<file path="config.mk">
export PLATFORM = sky130hd
export DESIGN_NAME = eth_udp_tx_seq
export DESIGN_NICKNAME = d
export VERILOG_FILES = /design/src/rtl/eth_pkg.sv /design/src/rtl/eth_udp_tx_seq.sv
export SDC_FILE = /design/constraint.sdc
export NUM_CORES = 1
export LEC_CHECK = 0
export ABC_AREA = 1
export CAP_MARGIN = 20
export CORE_AREA = 2 2 96 144
export CTS_CLUSTER_DIAMETER = 80
export DETAILED_ROUTE_END_ITERATION = 10
export DIE_AREA = 0 0 98 146
export GPL_TIMING_DRIVEN = 0
export PLACE_DENSITY = 0.88
export SLEW_MARGIN = 20
export SYNTH_ARGS = -nofsm -noshare
export SYNTH_HDL_FRONTEND = slang
export SYNTH_SLANG_ARGS = --single-unit
</file>
<file path="constraint.sdc">
create_clock -name clk_eth -period 2.99 [get_ports clk_eth]
set_input_delay 0.598 -clock clk_eth [delete_from_list [all_inputs] [get_ports clk_eth]]
set_output_delay 0.598 -clock clk_eth [all_outputs]
set_load 0.01 [all_outputs]
</file>
<file path="src/rtl/eth_pkg.sv">
// Shared Ethernet types: FIFO pointers/status/commands, AXIS byte-stream
// structs, the UDP transmit header and the transmit-sequencer state/error enums.
package eth_pkg;

   typedef logic [15:0] ptr_t;
   typedef logic [15:0] udp_length_t;

   typedef struct packed {
      ptr_t rd_ptr;
      ptr_t wr_ptr;
      logic empty;
      logic full;
      logic done;
   } s_fifo_st_t;

   typedef struct packed {
      logic        start;
      udp_length_t length;
      logic        clear;
   } s_fifo_cmd_t;

   typedef struct packed {
      logic [7:0] tdata;
      logic       tvalid;
      logic       tlast;
   } s_axis_mosi_t;

   typedef struct packed {
      logic tready;
   } s_axis_miso_t;

   typedef struct packed {
      logic        valid;
      logic [31:0] ip_dst;
      logic [15:0] src_port;
      logic [15:0] dst_port;
      udp_length_t length;
   } s_udp_tx_hdr_t;

   typedef enum logic [1:0] {
      ERR_NONE      = 2'd0,
      ERR_ZERO_LEN  = 2'd1,
      ERR_UNDERFLOW = 2'd2,
      ERR_TIMEOUT   = 2'd3
   } tx_err_t;

   typedef enum logic [1:0] {
      TX_IDLE    = 2'd0,
      TX_HDR     = 2'd1,
      TX_PAYLOAD = 2'd2,
      TX_DONE    = 2'd3
   } fsm_tx_seq_t;

   localparam int ETH_TX_HDR_TIMEOUT_DEF = 4096;

endpackage

</file>
<file path="src/rtl/eth_udp_tx_seq.sv">
// UDP transmit sequencer (clk_eth domain): validates a send request against
// the OutFIFO fill level, presents the UDP header, starts the OutFIFO and
// forwards its byte stream to the UDP stack.
// Optional feature macro: ETH_TX_HDR_TIMEOUT_EN (abort a header handshake
// that takes longer than HDR_TIMEOUT cycles).
module eth_udp_tx_seq import eth_pkg::*; #(
   parameter int HDR_TIMEOUT = ETH_TX_HDR_TIMEOUT_DEF
) (
   input  logic          clk_eth,
   input  logic          rst_eth,
   input  logic          send_i,
   input  udp_length_t   length_i,
   input  logic [31:0]   dst_ip_i,
   input  logic [15:0]   src_port_i,
   input  logic [15:0]   dst_port_i,
   input  logic          clear_i,
   input  s_fifo_st_t    fifo_st_i,
   output s_fifo_cmd_t   fifo_cmd_o,
   input  s_axis_mosi_t  axis_fifo_mosi_i,
   output s_axis_miso_t  axis_fifo_miso_o,
   output s_axis_mosi_t  axis_udp_mosi_o,
   input  s_axis_miso_t  axis_udp_miso_i,
   output s_udp_tx_hdr_t udp_hdr_o,
   input  logic          udp_hdr_ready_i,
   output logic          busy_o,
   output logic          tx_done_o,
   output logic          tx_err_o,
   output tx_err_t       err_code_o
);

   fsm_tx_seq_t state, state_nxt;

   udp_length_t len_q;
   logic [31:0] ip_q;
   logic [15:0] src_q;
   logic [15:0] dst_q;

   ptr_t        avail;
   logic        accept;
   logic        err_set;
   tx_err_t     err_nxt;
   logic        tx_err_q;
   tx_err_t     err_code_q;
   udp_length_t beat_cnt;
   logic        beat_fire;
   logic        hdr_timeout;

   // Modulo subtraction keeps the fill level correct across pointer wrap
   assign avail     = fifo_st_i.wr_ptr - fifo_st_i.rd_ptr;
   assign beat_fire = (state == TX_PAYLOAD) && axis_fifo_mosi_i.tvalid && axis_udp_miso_i.tready;

`ifdef ETH_TX_HDR_TIMEOUT_EN
   logic [31:0] hdr_cnt;
   logic        unused_sigs;

   // Count cycles spent waiting for the stack to take the header
   always_ff @(posedge clk_eth or negedge rst_eth) begin
      if (!rst_eth)              hdr_cnt <= '0;
      else if (state == TX_HDR)  hdr_cnt <= hdr_cnt + 32'd1;
      else                       hdr_cnt <= '0;
   end

   assign hdr_timeout = (state == TX_HDR) && !udp_hdr_ready_i &&
                        (hdr_cnt == 32'(HDR_TIMEOUT - 1));
   assign unused_sigs = ^{fifo_st_i.empty, fifo_st_i.full};
`else
   logic unused_sigs;

   assign hdr_timeout = 1'b0;
   assign unused_sigs = ^{fifo_st_i.empty, fifo_st_i.full, 32'(HDR_TIMEOUT)};
`endif

   // State register
   always_ff @(posedge clk_eth or negedge rst_eth) begin
      if (!rst_eth) state <= TX_IDLE;
      else          state <= state_nxt;
   end

   // Next state, request validation and all datapath outputs
   always_comb begin
      state_nxt        = state;
      accept           = 1'b0;
      err_set          = 1'b0;
      err_nxt          = ERR_NONE;
      fifo_cmd_o       = '0;
      udp_hdr_o        = '0;
      axis_udp_mosi_o  = '0;
      axis_fifo_miso_o = '0;
      busy_o           = (state != TX_IDLE);
      tx_done_o        = 1'b0;
      case (state)
         TX_IDLE: begin
            if (send_i) begin
               if (length_i == '0) begin
                  err_set = 1'b1;
                  err_nxt = ERR_ZERO_LEN;
               end else if (length_i > avail) begin
                  err_set = 1'b1;
                  err_nxt = ERR_UNDERFLOW;
               end else begin
                  accept    = 1'b1;
                  state_nxt = TX_HDR;
               end
            end else begin
               fifo_cmd_o.clear = clear_i;
            end
         end
         TX_HDR: begin
            udp_hdr_o.valid    = 1'b1;
            udp_hdr_o.ip_dst   = ip_q;
            udp_hdr_o.src_port = src_q;
            udp_hdr_o.dst_port = dst_q;
            udp_hdr_o.length   = len_q;
            if (udp_hdr_ready_i) begin
               state_nxt = TX_PAYLOAD;
            end else if (hdr_timeout) begin
               err_set   = 1'b1;
               err_nxt   = ERR_TIMEOUT;
               state_nxt = TX_IDLE;
            end
         end
         TX_PAYLOAD: begin
            fifo_cmd_o.start        = 1'b1;
            fifo_cmd_o.length       = len_q;
            axis_udp_mosi_o         = axis_fifo_mosi_i;
            axis_fifo_miso_o.tready = axis_udp_miso_i.tready;
            if (fifo_st_i.done) state_nxt = TX_DONE;
         end
         TX_DONE: begin
            tx_done_o = 1'b1;
            state_nxt = TX_IDLE;
         end
         default: state_nxt = TX_IDLE;
      endcase
   end

   // Capture the packet parameters when a send is accepted
   always_ff @(posedge clk_eth or negedge rst_eth) begin
      if (!rst_eth) begin
         len_q <= '0;
         ip_q  <= '0;
         src_q <= '0;
         dst_q <= '0;
      end else if (accept) begin
         len_q <= length_i;
         ip_q  <= dst_ip_i;
         src_q <= src_port_i;
         dst_q <= dst_port_i;
      end
   end

   // Error pulse lands one cycle after its cause; the code is held until the next error
   always_ff @(posedge clk_eth or negedge rst_eth) begin
      if (!rst_eth) begin
         tx_err_q   <= 1'b0;
         err_code_q <= ERR_NONE;
      end else begin
         tx_err_q <= err_set;
         if (err_set) err_code_q <= err_nxt;
      end
   end

   assign tx_err_o   = tx_err_q;
   assign err_code_o = err_code_q;

   // Count accepted payload beats; restarts for every packet
   always_ff @(posedge clk_eth or negedge rst_eth) begin
      if (!rst_eth)                  beat_cnt <= '0;
      else if (state != TX_PAYLOAD)  beat_cnt <= '0;
      else if (beat_fire)            beat_cnt <= beat_cnt + 16'd1;
   end

   // The OutFIFO must mark exactly the length-th beat as last
   assert property (@(posedge clk_eth) disable iff (!rst_eth)
      (beat_fire && axis_fifo_mosi_i.tlast) |-> (beat_cnt == len_q - 16'd1));

endmodule
</file>
* Yosys cells after proc, flatten, opt, wreduce, memory -nomap -nowiden *
Cells that the tools add are included.

word-level totals
  bits in registers = 85
  input port bits = 131
  output and inout bits = 115
  logic and storage cells = 46

operators by class
  add/sub/neg operators = 1
  $lt $le $gt $ge = 1
  equal/unequal tests = 8
  multiplexer cells = 25
  reduce and logical (&&, ||, !) cells = 4

operator list
  operator                                                               count
  81-bit 2-to-1 mux                                                      1
  2-bit 2-to-1 mux                                                       9
  17-bit 2-to-1 mux                                                      1
  16-bit > comparator                                                    1
  16-bit zero test                                                       1
  16-bit subtractor                                                      1
  1-bit 2-to-1 mux                                                       12
  10-bit 2-to-1 mux                                                      1
  2-bit != test, second input constant                                   5
  2-bit case mux with 4 select lines                                     1
  5-bit AND reduction                                                    1
  2-bit equality test, second input constant                             2
  2-bit by 1-bit equality test with 1-bit output, second input constant  1
  2-bit zero test                                                        1
  2-bit nonzero test                                                     1

* Logic depth before layout (Yosys ltp) *
Gate-level depths: netlist (run 1).

  depth after elaboration = 6
  mapped depth = 24

* Worst setup path after synthesis (run 1) *
OpenSTA, ideal clock, no wires.

  path kind = input to register
  start point = input fifo_st_i[3] (netlist name)
  end point = register len_q[0]
  data arrival time = 3.112 ns
  required time = 2.867 ns
  slack = -0.244 ns
  stages = 23
  cell sequence = inv_1 -> ha_1 -> inv_1 -> fa_1 -> nand2_1 -> nand2_1 -> o21ai_0 -> o21ai_1 -> a21oi_1 -> xor2_1 -> ha_1 -> nand2_1 -> inv_2 -> nand2_1 -> a21oi_1 -> nor2_1 -> nand2_2 -> nand2_4 -> nand3_4 -> buf_12 -> buf_12 -> nand2_2 -> o21ai_2

on the way
  cells in the longest elaborated chain, start to end = 6

RTL lines
  what                    line                   source
  start: declaration      eth_udp_tx_seq.sv:17   input s_fifo_st_t fifo_st_i,
  16-bit subtractor       eth_udp_tx_seq.sv:49   assign avail = fifo_st_i.wr_ptr - fifo_st_i.rd_ptr;
  16-bit > comparator     eth_udp_tx_seq.sv:97   end else if (length_i > avail) begin
  1-bit 2-to-1 mux        eth_udp_tx_seq.sv:97
  1-bit 2-to-1 mux        eth_udp_tx_seq.sv:94   if (length_i == '0) begin
  1-bit 2-to-1 mux        eth_udp_tx_seq.sv:93   if (send_i) begin
  1-bit 2-to-1 mux        eth_udp_tx_seq.sv:91   case (state)
  end signal: assignment  eth_udp_tx_seq.sv:145  len_q <= length_i;
  end: declaration        eth_udp_tx_seq.sv:33   udp_length_t len_q;

No other way between the ends.
A chain may end at the register's enable or synchronous reset.

* Worst setup path in the final report (run 1) *
  start point = input fifo_st_i[9] (netlist name)
  end point = register ip_q[11]

on the way
  cells in the longest elaborated chain, start to end = 6

RTL lines
  what                    line                   source
  16-bit subtractor       eth_udp_tx_seq.sv:49
  16-bit > comparator     eth_udp_tx_seq.sv:97
  1-bit 2-to-1 mux        eth_udp_tx_seq.sv:97
  1-bit 2-to-1 mux        eth_udp_tx_seq.sv:94
  1-bit 2-to-1 mux        eth_udp_tx_seq.sv:93
  1-bit 2-to-1 mux        eth_udp_tx_seq.sv:91
  end signal: assignment  eth_udp_tx_seq.sv:146  ip_q <= dst_ip_i;
  end: declaration        eth_udp_tx_seq.sv:34   logic [31:0] ip_q;

No other way between the ends.

==> impl_metrics.toml, run 1 <==
[grt]
grt_overflow = 0
antenna_found_initial = 0
grt_util_all_layers = 0.2911
grt_pass1_wl_mm = 33.24
grt_pass1_vias = 6647
grt_max_degree = 57

[place]
dpl.hpwl_mm = 13.82
gp_congestion = 0.9053
port_buffers = 243

[pwr]
total_power_mw = 8.184
netSwitchingFraction = 0.4072
ir_drop_v = 0.0003480
p_leak_nw = 5.710
p_int_mw = 4.852
p_comb_frac = 0.583
power.density_nw_per_um2 = 763.6
p_seq_frac = 0.277
power.share.clock = 0.140
p_sw_mw = 3.333

[setup_path]
critical-path-max-stage-delay_ns = 0.44
startpoint_type = "input port"
worst-r2r-cell-count = 10
crit_type = "in2reg"
critPathCaptureType = "flip-flop"
r2r_start = "state[0]$_DFFE_PN0P_"
crit_path_cell_trace = "clkdlybuf4s50_1, ha_4, nand2_2, o21ai_4, nand3b_1, nand3b_1, nand2_1, ha_4, nand2_1, inv_2, nand3_2, nor2_4, nand3_4, nand2_4, nand3_4, buf_6, buf_12, buf_16, nand2_4, o21ai_4"
ff2ff_setup_slack_ns = 1.09
r2r_end = "ip_q[11]$_DFFE_PN0P_"
cp.required_ns = 3.22
cpMaxStageDelayCell = "clkdlybuf4s50_1"
cp_max_fo = 6
worstPathArrival_ns = 3.48

[cells_and_area]
num_antenna_cells = 0
utilization = 0.8274
num-fill-cells = 730
fin_nets = 1261
area_delta_synth_final_pct = 75.64
drive_above_1_share = 0.3258

[run_status]
status = "finished with violations"
violations = "negative setup slack"

[route]
remaining_drc_errors = 0
top_layer = "met4"
dr.pass1.iters = 6
via_per_inst = 4.882
ant_nets = 0
route.met3.wl_um = 850
vias = 6141
wl_per_cell_um = 16.61
wl_met2_mm = 11.55
first_iter_violations = 194
drt-met1-wl_mm = 7.322
drt_wl_total_mm = 20.90

[die]
core_region_area_um2 = 12950
die_y_um = 146
die_w_um = 98
ioPinCount = 246
start_util = 0.4711
die-area_um2 = 14310
rows = 51

[timing]
finalCriticalPeriod_ns = 3.251
min_period_over_period = 1.087
grt_setup_unrepaired = "yes"
fin_ws_ns = -0.2614
tightest_slew_ns = 0.4319
hold_viol = 0
fmax_mhz = 307.6
max_slew_margin = 0.7121
drv_slew = 0
setup_viol = 81
skew_ns = 0.009715

[clocking]
clk_latency_ns = 0.34
cts_tree = "done"
clkSinkCount = 85
clk_path_buf_depth = 2
cts_buffers = 9
postCtsHoldBufs = 0
root_buffer = "clkbuf_16"
htree_levels = 3
path_clk_slew_ns = 0.06

[synthesis]
ys_seq_elements = 85
syn_nets = 957
yosysSeqAreaShare = 0.3486
synth_area_um2 = 6102
synth_cells = 790
ys_warn_count = 0
avgSynthCellArea_um2 = 7.724
yosysUniqueCellTypes = 38

[flow_run]
drv_cap = 0

[min_path]
hp-class = "in2async"
-- cells in the mapped netlist, drive strengths merged --
| library cell | count | share of area |
|---|---|---|
| o31ai | 1 | 0.0012 |
| buf | 18 | 0.039 |
| o21ai | 89 | 0.12 |
| o21bai | 1 | 0.0012 |
| dfrtp | 85 | 0.35 |
| nand2 | 241 | 0.18 |
| fa | 1 | 0.0033 |
| ha | 35 | 0.072 |
| a21o | 1 | 0.0012 |
| nor2 | 18 | 0.012 |
| clkbuf | 11 | 0.0068 |
| o22ai | 1 | 0.0010 |
| and2 | 1 | 0.0010 |
| nand3 | 9 | 0.011 |
| a211oi | 1 | 0.0012 |
| o2111ai | 1 | 0.0014 |
| nand4 | 7 | 0.0082 |
| inv | 225 | 0.14 |
| xnor2 | 6 | 0.0086 |
| nand3b | 4 | 0.0049 |
| o21a | 2 | 0.0025 |
| nor3 | 3 | 0.0025 |
| xor2 | 7 | 0.010 |
| a21oi | 21 | 0.018 |
| nor3b | 1 | 0.0012 |
-- how the worst max path moves through the flow --
stage                                 endpoint         start  depth (start not counted)
final                     ip_q[11]$_DFFE_PN0P_  fifo_st_i[9]                         20
after global routing      ip_q[11]$_DFFE_PN0P_  fifo_st_i[3]                         22
after CTS                 ip_q[24]$_DFFE_PN0P_  fifo_st_i[3]                         24
after detailed placement  ip_q[14]$_DFFE_PN0P_  fifo_st_i[3]                         21
after global placement    len_q[3]$_DFFE_PN0P_       rst_eth                          1
after floorplan           len_q[0]$_DFFE_PN0P_  fifo_st_i[3]                         23
-- repair_timing --
item | CTS | global route
gates cloned | 15 | 0
setup buffers | 34 | 11
gates resized for setup | 247 | 50
pin swaps | 43 | 35
endpoints found under the setup margin | 185 | 124
-- placed cells by master (no fill, tap or decap), types with 3 or more instances in the layout --
cell             synthesis  final
clkdlybuf4s50_1          0    213
inv_1                  224    205
nand2_1                159    142
dfrtp_1                 85     85
nand2_4                  1     82
o21ai_2                 80     81
buf_4                    0     33
dlygate4sd2_1            0     23
inv_2                    1     18
ha_1                    35     18
nand2_2                 81     17
ha_4                     0     17
buf_12                   9     14
buf_16                   0     13
a21oi_2                  1      9
clkbuf_16                0      9
nor2_2                   3      8
nor2_1                  15      8
buf_6                    2      8
xor2_1                   7      7
a21oi_4                  0      6
a21oi_1                 20      6
xnor2_1                  6      6
nand4_1                  6      6
clkbuf_4                 0      5
o21ai_4                  0      5
buf_2                    6      4
nand3_2                  2      4
nand3b_1                 4      4
clkbuf_2                 0      3
nor3_2                   0      3
o21ai_1                  3      3
nand3_4                  1      3
-- final cells by class --
| cell class | instances | area, um^2 | share of cell area |
|---|---|---|---|
| inverter | 225 | 859.6 | 0.08020 |
| clock buffer | 12 | 246.5 | 0.02300 |
| timing repair buffer | 295 | 3109 | 0.2901 |
| multi-input combinational | 451 | 3771 | 0.3519 |
| clock inverter | 4 | 56.30 | 0.005253 |
| buffer | 27 | 349.1 | 0.03257 |
| tap | 159 | 198.9 | 0.01856 |
| sequential | 85 | 2127 | 0.1985 |
-- critical path, delay by kind of cell --
| kind | cells | cell delay (ns) |
|---|---|---|
| AOI/OAI and AO/OA | 2 | 0.28 |
| adders and majority gates | 2 | 0.61 |
| buffers and inverters | 5 | 0.95 |
| and+or+nand+nor | 11 | 1.01 |
-- per-layer routing --
layer  vias up  GRT usage
li1       2951          -
met1      2870     0.3085
met2       238     0.5401
met3        82    0.04035
met4         0     0.1667
met5         -          0
-- state kept, by name, indices dropped and copies added (netlist names) --
register / count
ip_q: 32
dst_q: 16
len_q: 16
src_q: 16
err_code_o: 2
state: 2
tx_err_o: 1
-- kinds of logic (layout without fill, tap and decap cells) --
kind of cell / count (synthesis) / in the layout / synth area share
AOI/OAI and AO/OA: 118 / 118 / 0.1499
DFF: 85 / 85 / 0.3486
and+or+nand+nor: 284 / 284 / 0.2239
adders and majority gates: 36 / 36 / 0.07505
xor gates and xnor gates: 13 / 13 / 0.01866
buffers and inverters: 254 / 563 / 0.1839
-- stage by stage --
step | cells | instance area [um^2] | hold WS, ns | setup WS [ns] | TNS (ns)
global placement | 1192 | 8780 | 0.4693 | -1.784 | -244.66
global route | 1258 | 10720 | 0.2156 | -0.3842 | -27.87
detailed placement | 1193 | 8805 | 0.4722 | -1.181 | -97.48
finish | 1258 | 10720 | 0.1945 | -0.2614 | -17.35
floorplan | 790 | 6148 | 0.3024 | -0.06968 | -5.425
CTS | 1255 | 10590 | 0.1948 | -0.3294 | -20.33
-- power by group through the flow --
stage	Sequential (mW)	Clock (mW)	Combinational [mW]
6_report	2.26	1.15	4.77
5_1_grt	2.33	1.21	5.15
4_1_cts	2.21	1.16	4.66
3_5_place_dp	2.08	0	3.74
3_3_place_gp	2.06	0	3.65
2_1_floorplan	1.99	0	2.25
No activity file was read; power rests on OpenSTA's default activity.
==> inputs of run 2 (changes only) <==
--- a/config.mk
+++ b/config.mk
@@ -12,7 +12,7 @@
 export DETAILED_ROUTE_END_ITERATION = 10
 export DIE_AREA = 0 0 98 146
 export GPL_TIMING_DRIVEN = 0
-export PLACE_DENSITY = 0.88
+export PLACE_DENSITY = 0.82
 export SLEW_MARGIN = 20
 export SYNTH_ARGS = -nofsm -noshare
 export SYNTH_HDL_FRONTEND = slang
==> run 2 against run 1 <==
Compared with the run above:
- the flow still finishes with violations (negative setup slack)
- clock skew fell by 0.0045 ns
- global-route usage fell by 2.1 points
- worst hold slack improved by 0.00079 ns
- die area did not move
- cell count fell by 0.32%
- largest power group unchanged
==> impl_metrics.toml, run 2 (same netlist as run 1, synthesis figures left out) <==
[pwr]
ir_drop_v = 0.0003578
power.density_nw_per_um2 = 752.4
p_leak_nw = 5.642

[route]
via_per_inst = 4.813
dr.pass1.iters = 4
ant_nets = 0
first_iter_violations = 204
drt_wl_total_mm = 19.91
remaining_drc_errors = 0
vias = 6036
wl_per_cell_um = 15.88

[flow_run]
drv_cap = 0

[setup_path]
worstPathArrival_ns = 3.54
r2r_start = "state[0]$_DFFE_PN0P_"
crit_type = "in2reg"
r2r_end = "dst_q[14]$_DFFE_PN0P_"
worstSetupEndpoint = "dst_q[14]$_DFFE_PN0P_"
startpoint_type = "input port"
cp_max_fo = 5
cp.required_ns = 3.22
critPathCaptureType = "flip-flop"
ff2ff_setup_slack_ns = 1.04
worst-r2r-cell-count = 10
startpoint = "fifo_st_i[29]"

[die]
die-area_um2 = 14310
core_region_area_um2 = 12950
die_w_um = 98
start_util = 0.4711
die_y_um = 146
rows = 51
ioPinCount = 246

[timing]
min_period_over_period = 1.106
fin_ws_ns = -0.3171
holdWs_ns = 0.1953
setup_viol = 85
max_slew_margin = 0.6989
tightest_slew_ns = 0.4517
fmax_mhz = 302.4
setup_tns_ns = -20.31
grt_setup_unrepaired = "yes"
finalCriticalPeriod_ns = 3.307
hold_viol = 0
skew_ns = 0.005166
drv_slew = 0

[clocking]
clkSinkCount = 85
path_clk_slew_ns = 0.07
clk_latency_ns = 0.34
cts_buffers = 9
postCtsHoldBufs = 0
clk_path_buf_depth = 2
cts_tree = "done"
root_buffer = "clkbuf_16"
htree_levels = 3

[place]
pre_cts_ws_ns = -1.150
dpl.hpwl_mm = 13.00
gp_congestion = 0.9591
placed_cell_area_um2 = 8805
port_buffers = 243
dp_cells = 1193

[run_status]
violations = "negative setup slack"
status = "finished with violations"

[cells_and_area]
num-fill-cells = 779
final_cell_mix = "clkdlybuf4s50_1, inv_1, nand2_1"
layoutNonFillerInstCount = 1254
largest_reg_flops = 32
num_antenna_cells = 0
fin_nets = 1257
stdcell_area_um2 = 10550
drive_above_1_share = 0.3288
top_register = "ip_q"
area_delta_synth_final_pct = 72.81
layout_commonest_cell = "clkdlybuf4s50_1"

[grt]
grt_overflow = 0
antenna_found_initial = 0
grt_util_all_layers = 0.2698
grt_pass1_wl_mm = 31.03
grt_max_degree = 54
grt_pass1_vias = 6183

[min_path]
hp-class = "in2async"
## run 2: cell count changes in the layout (fill, tap and decap cells not counted), moves of 3 or more
cell / change
nand2_2: +33
buf_8: +4
clkbuf_16: +3
nand2_4: -34
clkbuf_4: -3
buf_4: -6
nor2_2: -3
clkbuf_2: +6
buf_16: -3
## run 2: where the power goes
part	internal (mW)	switching [mW]	total (mW)
sequential	1.67	0.486	2.15
combinational	2.41	2.18	4.59
clock	0.732	0.463	1.19
total	4.81	3.13	7.93
## run 2: worst min-delay path by stage
stage | to | start | slack (ns)
after floorplan | dst_q[0]$_DFFE_PN0P_ | rst_eth | 0.30
after global placement | src_q[1]$_DFFE_PN0P_ | src_q[1]$_DFFE_PN0P_ | 0.47
after detailed placement | src_q[0]$_DFFE_PN0P_ | src_q[0]$_DFFE_PN0P_ | 0.47
after CTS | ip_q[4]$_DFFE_PN0P_ | rst_eth | 0.20
after global routing | ip_q[4]$_DFFE_PN0P_ | rst_eth | 0.22
final | ip_q[4]$_DFFE_PN0P_ | rst_eth | 0.20
## run 2: routing by layer
layer	GRT usage	wire (um)	share of wire
met1	0.2942	7144	0.36
met2	0.5003	11050	0.55
met3	0.04227	785	0.039
met4	0.1292	934	0.047
met5	0	0	0
## run 2: final cells by class
type	instances	area [um^2]	share of cell area
plain buffers	26	332.8	0.03156
clock buffers	10	229.0	0.02171
clock inverters	6	87.58	0.008306
inverters	225	857.1	0.08128
multi-input cells	451	3625	0.3437
flip-flops and latches	85	2127	0.2017
well taps	159	198.9	0.01887
repair buffers	292	3088	0.2928
## run 2: critical path, stage by stage
cell and delay (ns):
dlygate4sd2_1 0.24, inv_2 0.07, ha_4 0.23, a21oi_2 0.20
o21a_1 0.22, nor2_4 0.05, a211oi_2 0.19, nand2_1 0.08
nand2_1 0.08, nand2_2 0.07, ha_4 0.29, nand4_4 0.13
nor2_4 0.18, nand3_4 0.12, nand2_4 0.10, nand3_4 0.11
buf_12 0.16, buf_16 0.15, clkbuf_16 0.17, nand2_4 0.05
o21ai_2 0.05
## run 2: metrics by stage
| step | utilization | total power [mW] |
|---|---|---|
| 2_1_floorplan | - | 4.242 |
| 3_3_place_gp | 0.6778 | 5.699 |
| 3_5_place_dp | 0.6797 | 5.790 |
| 4_1_cts | 0.7835 | 7.608 |
| 5_1_grt | 0.8141 | 8.450 |
| 6_report | 0.8141 | 7.935 |
## run 2: repair_timing
item | CTS | global route
buffers inserted | 29 | 9
gates resized for setup | 182 | 74
gates cloned | 9 | 3
pin swaps | 49 | 38
setup endpoints to repair | 185 | 136
